### config.mk
export PLATFORM = sky130hd
export DESIGN_NAME = pipe_hazard_ctrl_flat
export DESIGN_NICKNAME = d
export VERILOG_FILES = /design/src/rtl/pipe_hazard_ctrl_if.sv /design/src/rtl/pipe_hazard_ctrl.sv /design/src/flat_wrapper.sv
export SDC_FILE = /design/constraint.sdc
export NUM_CORES = 1
export LEC_CHECK = 0
export CORE_UTILIZATION = 52
export DETAILED_ROUTE_END_ITERATION = 10
export PLACE_DENSITY_LB_ADDON = 0.08
export RECOVER_POWER = 25
export SLEW_MARGIN = 20
export SYNTH_ARGS = -nofsm -noshare
export SYNTH_HDL_FRONTEND = slang
export SYNTH_SLANG_ARGS = --single-unit
### constraint.sdc
create_clock -name clk -period 4 [get_ports clk]
set_input_delay 0.8 -clock clk [delete_from_list [all_inputs] [get_ports clk]]
set_output_delay 0.8 -clock clk [all_outputs]
set_load 0.05 [all_outputs]
### src/rtl/pipe_hazard_ctrl_if.sv
// Hazard controller interface for the three-stage pipeline.
// Groups the fetch-stage instruction fields, the branch resolution input
// and every controller output into one bundle.
//   master : pipeline side (drives F fields and e_branch_taken, reads controls)
//   slave  : hazard controller (reads F fields, drives controls and counters)
// Signals:
//   f_valid, f_rs1, f_rs2, f_use_rs1, f_use_rs2, f_rd, f_wen, f_is_load
//   e_branch_taken
//   pc_hold, fe_bubble, fwd_rs1_sel, fwd_rs2_sel, busy_flush
//   stall_cnt, flush_cnt (CNT_W bits, wrap around)
interface pipe_hazard_ctrl_if #(
  parameter int CNT_W = 16
);
  logic             f_valid;
  logic [4:0]       f_rs1;
  logic [4:0]       f_rs2;
  logic             f_use_rs1;
  logic             f_use_rs2;
  logic [4:0]       f_rd;
  logic             f_wen;
  logic             f_is_load;
  logic             e_branch_taken;
  logic             pc_hold;
  logic             fe_bubble;
  logic [1:0]       fwd_rs1_sel;
  logic [1:0]       fwd_rs2_sel;
  logic             busy_flush;
  logic [CNT_W-1:0] stall_cnt;
  logic [CNT_W-1:0] flush_cnt;

  modport master (
    output f_valid, f_rs1, f_rs2, f_use_rs1, f_use_rs2, f_rd, f_wen, f_is_load,
    output e_branch_taken,
    input  pc_hold, fe_bubble, fwd_rs1_sel, fwd_rs2_sel, busy_flush,
    input  stall_cnt, flush_cnt
  );

  modport slave (
    input  f_valid, f_rs1, f_rs2, f_use_rs1, f_use_rs2, f_rd, f_wen, f_is_load,
    input  e_branch_taken,
    output pc_hold, fe_bubble, fwd_rs1_sel, fwd_rs2_sel, busy_flush,
    output stall_cnt, flush_cnt
  );
endinterface

### src/rtl/pipe_hazard_ctrl.sv
// Hazard and sequencing controller for the F/E/W pipeline.
// Shadows rd/wen/load of the instructions in E and W, drives the ALU
// forwarding selects, stalls one cycle on load-use, and injects
// FLUSH_CYCLES bubbles after a taken branch. Counts stall cycles and
// taken-branch events.
// Ports:
//   clk   : pipeline clock, rising edge
//   reset : asynchronous, active-high, clears all state
//   hz    : pipe_hazard_ctrl_if slave modport (F fields in, controls out)
module pipe_hazard_ctrl #(
  parameter int FLUSH_CYCLES = 1,
  parameter int CNT_W        = 16
) (
  input  logic                clk,
  input  logic                reset,
  pipe_hazard_ctrl_if.slave   hz
);

  typedef enum logic [1:0] {RUN, LSTALL, FLUSH} state_t;

  state_t           state;
  logic [2:0]       fl_left;
  logic             e_valid, e_wen, e_load;
  logic [4:0]       e_rd;
  logic             w_valid, w_wen;
  logic [4:0]       w_rd;
  logic [CNT_W-1:0] stall_cnt, flush_cnt;

  logic             e_live, w_live, branch, hazard;
  logic             pc_hold, fe_bubble;
  logic [1:0]       sel1, sel2;

  // E beats W; a load still in E cannot forward (its data is not ready).
  function automatic logic [1:0] fwd_sel(
    input logic       use_s,
    input logic [4:0] rs,
    input logic       el,
    input logic       eld,
    input logic [4:0] erd,
    input logic       wl,
    input logic [4:0] wrd
  );
    logic [1:0] s;
    s = 2'd0;
    if (use_s) begin
      if (el && !eld && erd == rs)
        s = 2'd1;
      else if (wl && wrd == rs)
        s = 2'd2;
    end
    return s;
  endfunction

  // Register 0 is excluded here, so it never forwards and never stalls.
  assign e_live = e_valid && e_wen && (e_rd != 5'd0);
  assign w_live = w_valid && w_wen && (w_rd != 5'd0);
  assign branch = hz.e_branch_taken && e_valid;
  assign hazard = hz.f_valid && e_live && e_load &&
                  ((hz.f_use_rs1 && e_rd == hz.f_rs1) ||
                   (hz.f_use_rs2 && e_rd == hz.f_rs2));

  always_comb begin
    sel1 = fwd_sel(hz.f_use_rs1, hz.f_rs1, e_live, e_load, e_rd, w_live, w_rd);
    sel2 = fwd_sel(hz.f_use_rs2, hz.f_rs2, e_live, e_load, e_rd, w_live, w_rd);
  end

  // Taken branch outranks load-use: the wrong-path F instruction is dropped.
  always_comb begin
    pc_hold   = 1'b0;
    fe_bubble = 1'b0;
    case (state)
      RUN: begin
        if (branch) begin
          fe_bubble = 1'b1;
        end else if (hazard) begin
          pc_hold   = 1'b1;
          fe_bubble = 1'b1;
        end
      end
      FLUSH:   fe_bubble = 1'b1;
      default: ;
    endcase
  end

  always_ff @(posedge clk or posedge reset) begin
    if (reset) begin
      state     <= RUN;
      fl_left   <= 3'd0;
      e_valid   <= 1'b0;
      e_wen     <= 1'b0;
      e_load    <= 1'b0;
      e_rd      <= 5'd0;
      w_valid   <= 1'b0;
      w_wen     <= 1'b0;
      w_rd      <= 5'd0;
      stall_cnt <= '0;
      flush_cnt <= '0;
    end else begin
      // E -> W boundary
      w_valid <= e_valid;
      w_wen   <= e_wen;
      w_rd    <= e_rd;
      // F -> E boundary
      if (fe_bubble) begin
        e_valid <= 1'b0;
        e_wen   <= 1'b0;
        e_load  <= 1'b0;
        e_rd    <= 5'd0;
      end else begin
        e_valid <= hz.f_valid;
        e_wen   <= hz.f_wen;
        e_load  <= hz.f_is_load;
        e_rd    <= hz.f_rd;
      end

      case (state)
        RUN: begin
          if (branch) begin
            flush_cnt <= flush_cnt + 1'b1;
            fl_left   <= 3'(FLUSH_CYCLES - 1);
            state     <= (FLUSH_CYCLES > 1) ? FLUSH : RUN;
          end else if (hazard) begin
            stall_cnt <= stall_cnt + 1'b1;
            state     <= LSTALL;
          end
        end
        LSTALL: state <= RUN;
        FLUSH: begin
          // The bubble of the resolving cycle was already counted in RUN.
          fl_left <= fl_left - 3'd1;
          if (fl_left <= 3'd1)
            state <= RUN;
        end
        default: state <= RUN;
      endcase
    end
  end

  assign hz.pc_hold     = pc_hold;
  assign hz.fe_bubble   = fe_bubble;
  assign hz.fwd_rs1_sel = sel1;
  assign hz.fwd_rs2_sel = sel2;
  assign hz.busy_flush  = (state == FLUSH);
  assign hz.stall_cnt   = stall_cnt;
  assign hz.flush_cnt   = flush_cnt;

endmodule

### src/flat_wrapper.sv
// flat-port wrapper written by rule: the top's interface ports become plain ports
module pipe_hazard_ctrl_flat 
#(
  parameter int FLUSH_CYCLES = 1,
  parameter int CNT_W        = 16
)
  (clk, reset, hz_f_valid, hz_f_rs1, hz_f_rs2, hz_f_use_rs1, hz_f_use_rs2, hz_f_rd, hz_f_wen, hz_f_is_load, hz_e_branch_taken, hz_pc_hold, hz_fe_bubble, hz_fwd_rs1_sel, hz_fwd_rs2_sel, hz_busy_flush, hz_stall_cnt, hz_flush_cnt);
  pipe_hazard_ctrl_if #(.CNT_W(CNT_W)) hz_i ();
  input  logic clk;
  input  logic reset;
  input wire logic [$bits(hz_i.f_valid)-1:0] hz_f_valid;
  input wire logic [$bits(hz_i.f_rs1)-1:0] hz_f_rs1;
  input wire logic [$bits(hz_i.f_rs2)-1:0] hz_f_rs2;
  input wire logic [$bits(hz_i.f_use_rs1)-1:0] hz_f_use_rs1;
  input wire logic [$bits(hz_i.f_use_rs2)-1:0] hz_f_use_rs2;
  input wire logic [$bits(hz_i.f_rd)-1:0] hz_f_rd;
  input wire logic [$bits(hz_i.f_wen)-1:0] hz_f_wen;
  input wire logic [$bits(hz_i.f_is_load)-1:0] hz_f_is_load;
  input wire logic [$bits(hz_i.e_branch_taken)-1:0] hz_e_branch_taken;
  output wire logic [$bits(hz_i.pc_hold)-1:0] hz_pc_hold;
  output wire logic [$bits(hz_i.fe_bubble)-1:0] hz_fe_bubble;
  output wire logic [$bits(hz_i.fwd_rs1_sel)-1:0] hz_fwd_rs1_sel;
  output wire logic [$bits(hz_i.fwd_rs2_sel)-1:0] hz_fwd_rs2_sel;
  output wire logic [$bits(hz_i.busy_flush)-1:0] hz_busy_flush;
  output wire logic [$bits(hz_i.stall_cnt)-1:0] hz_stall_cnt;
  output wire logic [$bits(hz_i.flush_cnt)-1:0] hz_flush_cnt;
  assign hz_i.f_valid = hz_f_valid;
  assign hz_i.f_rs1 = hz_f_rs1;
  assign hz_i.f_rs2 = hz_f_rs2;
  assign hz_i.f_use_rs1 = hz_f_use_rs1;
  assign hz_i.f_use_rs2 = hz_f_use_rs2;
  assign hz_i.f_rd = hz_f_rd;
  assign hz_i.f_wen = hz_f_wen;
  assign hz_i.f_is_load = hz_f_is_load;
  assign hz_i.e_branch_taken = hz_e_branch_taken;
  assign hz_pc_hold = hz_i.pc_hold;
  assign hz_fe_bubble = hz_i.fe_bubble;
  assign hz_fwd_rs1_sel = hz_i.fwd_rs1_sel;
  assign hz_fwd_rs2_sel = hz_i.fwd_rs2_sel;
  assign hz_busy_flush = hz_i.busy_flush;
  assign hz_stall_cnt = hz_i.stall_cnt;
  assign hz_flush_cnt = hz_i.flush_cnt;
  pipe_hazard_ctrl #(.FLUSH_CYCLES(FLUSH_CYCLES), .CNT_W(CNT_W)) u_core (.clk(clk), .reset(reset), .hz(hz_i));
endmodule
### Yosys cells after proc, flatten, opt, wreduce, memory -nomap -nowiden

Index checks and enable logic that the tools add are counted.

* bits in registers: 52
* bits of input ports: 23
* output and inout port bits: 39
* logic and storage cells: 70

* add/sub/neg operators: 3
* $lt $le $gt $ge: 1
* equal/unequal tests: 8
* mux-type cells: 21
* bitwise logic cells: 1
* reductions and logical operators: 25

Operator list (number)
* $add 16x1->16 const B: 2
* $eq 5x5->1: 4
* $mux 2: 9
* $logic_and 1x1->1: 15
* $reduce_bool 5->1: 2
* $mux 1: 7
* $pmux 3 s2: 1
* $reduce_and 2->1: 3
* $mux 5: 1
* $ne 2x1->1 const B: 2
* $pmux 2 s2: 1
* $le 3x1->1 const B: 1
* $mux 3: 1
* $ne 3x1->1 const B: 1
* $reduce_and 3->1: 1
* $sub 3x1->3 const B: 1
* $eq 2x2->1 const B: 1
* $logic_not 2->1: 1
* $pmux 1 s2: 1
* $reduce_bool 2->1: 1
* $logic_not 1->1: 1
* $logic_or 1x1->1: 1
* $not 1->1: 1

### Depth between registers and ports, before layout

* word-level depth: 9
* mapped depth: 6
* mapped depth without buffers: 6

### Least setup slack after synthesis

OpenSTA, ideal clock, no wires.

* path kind: register to output
* start point: register u_core.e_rd[0]
* end point: output hz_fwd_rs1_sel[1]
* arrival time: 2434 ps
* required time: 3200 ps
* path slack: 766 ps
* stages on the path, launching flop included: 6
* buffers on the path: 0
* cells stage by stage: dfrtp_1 -> or4_1 -> o211ai_2 -> or2_2 -> nor4b_1 -> nor3_1

* longest elaborated chain between the ends: 6
* elaborated cells on any way between the ends: 7
* classes of those cells: eq/ne (1); mux (2); reduce/logical (4)

RTL lines
* start, declared: line pipe_hazard_ctrl.sv:24 `logic [4:0] e_rd;`
* start signal, assigned: line pipe_hazard_ctrl.sv:113 `e_rd <= hz.f_rd;`
* $reduce_bool 5->1: line pipe_hazard_ctrl.sv:55 `assign e_live = e_valid && e_wen && (e_rd != 5'd0);`
* $logic_and 1x1->1: line pipe_hazard_ctrl.sv:55
* $logic_and 1x1->1: line pipe_hazard_ctrl.sv:46 `if (el && !eld && erd == rs)`
* $logic_and 1x1->1 (*): line pipe_hazard_ctrl.sv:46
* $mux 2 (*): line pipe_hazard_ctrl.sv:46
* $mux 2 (*): line pipe_hazard_ctrl.sv:45 `if (use_s) begin`
* end, declared: line flat_wrapper.sv:22 `output wire logic [$bits(hz_i.fwd_rs1_sel)-1:0] hz_fwd_rs1_sel;`

Every way passes the cells marked *; elsewhere a longest branch is shown, timed or not.

### Final worst setup path

* start point: input hz_f_rs1[3]
* end point: output hz_fwd_rs1_sel[1]

* longest elaborated chain between the ends: 5
* elaborated cells on any way between the ends: 7
* classes of those cells: eq/ne (2); mux (3); reduce/logical (2)

RTL lines
* start, declared: line flat_wrapper.sv:12 `input wire logic [$bits(hz_i.f_rs1)-1:0] hz_f_rs1;`
* $eq 5x5->1: line pipe_hazard_ctrl.sv:48 `else if (wl && wrd == rs)`
* $logic_and 1x1->1: line pipe_hazard_ctrl.sv:48
* $mux 2: line pipe_hazard_ctrl.sv:48
* $mux 2 (*): line pipe_hazard_ctrl.sv:46
* $mux 2 (*): line pipe_hazard_ctrl.sv:45

Marked as above.

==> metrics.txt <==
pre-CTS setup slack=283 ps; port buffer count=60; crit share post-route=about 94%; Yosys top cell area share=52.6%; TNS Setup=0 ps; power consumption=1.19 mW; initial antenna violation count=0; clock-pin transition on the worst setup and hold timing paths=90 ps; Synth Warn #=0; fillers=around 320; first-pass GRT wire length=7250 µm; Crit Path Max Fanout=2; maximum vdd ir drop=~0.34 mV; Seq/Total Area, Yosys=~53%; I/O Pins=62; Post-Route WL=4620 µm; GRT Residual Overflow=0; Slowest cell on crit path=clkdlybuf4s50_1; Crit. End Element=primary output; Post-Synthesis Cells=205; DR vias=1699; crit-path cells=clkdlybuf4s50_1 -> xor2_1 -> nor3_1 -> nor4b_1 -> nor3_1 -> clkdlybuf4s50_1; Yosys top cell by area=dfrtp_1; # diodes=0; die height=around 68 µm; Worst Hold Class=flop to flop; Setup Skew=10.8 ps; slowest stage delay, CP=710 ps; CTS buffer count=5; drt first pass iters=4; Synthesized Nets=230; Period minus WS final=3740 ps; RD Place Congestion=0.825; Die ar.=0.00466 mm²; cell area after synthesis=between 0.002 and 0.0025 mm²; initial DRC count=39; Yosys cell types=35; required time of the critical path=about 3200 ps; Vias/cell=5.28; DR WL/cell=14.4 µm; root buf cell=clkbuf_8; Antenna Nets Post-Route=0; WS Path Type=input port to primary output; starting density of the core=55.5%; Lkg Pwr=approximately 1.3 nW; WHS Path Cells=0; CTS tree=yes; Worst R2R Path Depth=5; Slew Viols, Final=49; row cnt=23; count leader, synth=dfrtp_1; post-placement cell count=314; area grow syn2layout=34.9%; status=finished, violations left; RSZ-0062 raised after global routing=false; Pwr Density=between 300 and 400 mW/mm²; fin worst setup slack=259 ps; hold buffer count at CTS=0; Critical Path Start Type=input port; clk buf depth=2; WHS=398 ps; measured slew at the worst slew-check pin=1730 ps; slew margin rel.=-15.3%; die extent in x=68.3 µm; final cell count without fillers=322; Final setup viols=0; FFs w/ async S/R, synth=100%; failing checks=max-capacitance violations, max-slew violations; largest net degree at the start of global routing=49; layout cell share with drive strength beyond 1=8.46%; Hold Fails Final Rpt=0; hpwl dp=3430 µm; most frequent cells after synthesis=dfrtp_1 (48), xnor2_1 (25), xor2_1 (25), nand4_1 (15), and2_1 (12); Area contributors post-synth=dfrtp_1 (53%), xnor2_1 (9.6%), xor2_1 (9.6%); DRC viols=0; CTS Sinks=48; crit path DAT=2940 ps; # nets final=296; Max Cap Violations=1; Post-synth EDFFs=0; clk_lat worst skew=310 ps; Total GRT Usage=21.7%; Post-CTS Setup Bufs=0; Fmax=267 MHz; Synth Flop Type=dfrtp_1; vias in the first global route=1611; CTS resizes=0; Mean Syn Cell Area=between 10 and 15 µm²; #FFs+latches synth=48; H-tree depth=2; Core ar.=0.00412 mm²
state kept, by name, summed over array words and instances (netlist names):
name                 cells
u_core.e_rd              5
u_core.e_load            1
u_core.state             1
u_core.e_wen             1
u_core.hz.flush_cnt     16
u_core.hz.stall_cnt     16
u_core.w_wen             1
u_core.w_valid           1
u_core.w_rd              5
u_core.e_valid           1
cell type report:
cell class / instances / area [µm²] / area share [%]
clock inverters: 3 / 46.3 / 1.50
inverters: 6 / 22.5 / 0.731
clock buffers: 5 / 68.8 / 2.23
multi-input cells: 147 / 1040 / 33.7
well taps: 50 / 62.6 / 2.03
repair buffers: 63 / 641 / 20.8
flip-flops and latches: 48 / 1200 / 39.0
through the flow:
stage / util, % / cell area [µm²]
2_1_floorplan: - / 2280
3_3_place_gp: 72.1 / 2970
3_5_place_dp: 72.1 / 2970
4_1_cts: 74.9 / 3080
5_1_grt: 74.9 / 3080
6_report: 74.9 / 3080
where the power goes:
group | switching, mW | total [mW] | internal (mW)
Clock | 0.170 | 0.358 | 0.188
Combinational | 0.159 | 0.264 | 0.105
Sequential | 0.0433 | 0.564 | 0.521
Total | 0.372 | 1.19 | 0.814
cells in the final DEF, fill, tap and decap left out, types with 2 or more instances in the layout:
cell type,instances
or2_2,2
nand2_1,10
dlygate4sd3_1,2
nor2_1,10
xor2_1,25
buf_4,4
or4_1,2
nand4_1,15
nor3_1,5
clkbuf_8,5
buf_12,2
inv_1,6
xnor2_1,25
and2_1,12
nand3_1,11
nor4_1,4
clkdlybuf4s50_1,55
and3_1,6
and4_1,2
ha_1,2
dfrtp_1,48
per-layer routing:
layer / up-vias / global-route usage [%] / part of all wire, %
met5: - / 0 / 0
met4: 0 / 9.38 / 1.7
met3: 6 / 5.83 / 5.1
met2: 53 / 35.5 / 48
met1: 805 / 26.8 / 46
li1: 835 / - / -
kinds of logic after synthesis:
group	after synthesis	share of synthesized area, %
other	1	0.164
adder cells (fa/ha/maj)	2	1.10
XOR/XNOR	50	19.2
multiplexers	2	1.15
AO/OA/AOI/OAI	5	2.03
flip-flops	48	52.6
AND/OR/NAND/NOR	87	21.9
buffers and inverters	10	1.92
critical path: cells and delay by family:
| family | cells | cell delay, ps |
|---|---|---|
| XOR/XNOR | 1 | 150 |
| buffers and inverters | 2 | 1160 |
| AND/OR/NAND/NOR | 3 | 830 |
final timing paths:
| kind | startpoint | to | slack (ps) |
|---|---|---|---|
| worst max-delay path | hz_f_rs1[3] | hz_fwd_rs1_sel[1] | 260 |
| worst min-delay path | u_core.e_wen$_DFF_PP0_ | u_core.w_wen$_DFF_PP0_ | 400 |
| worst max register to register | u_core.e_rd[0]$_DFF_PP0_ | u_core.hz.stall_cnt[1]$_DFFE_PP0P_ | 2030 |
| worst min register to register | u_core.e_wen$_DFF_PP0_ | u_core.w_wen$_DFF_PP0_ | 400 |
| max in group asynchronous | reset | u_core.hz.stall_cnt[15]$_DFFE_PP0P_ | 1510 |
| min in group asynchronous | reset | u_core.hz.flush_cnt[15]$_DFFE_PP0P_ | 1480 |
Power figures use the tool's default switching activity.
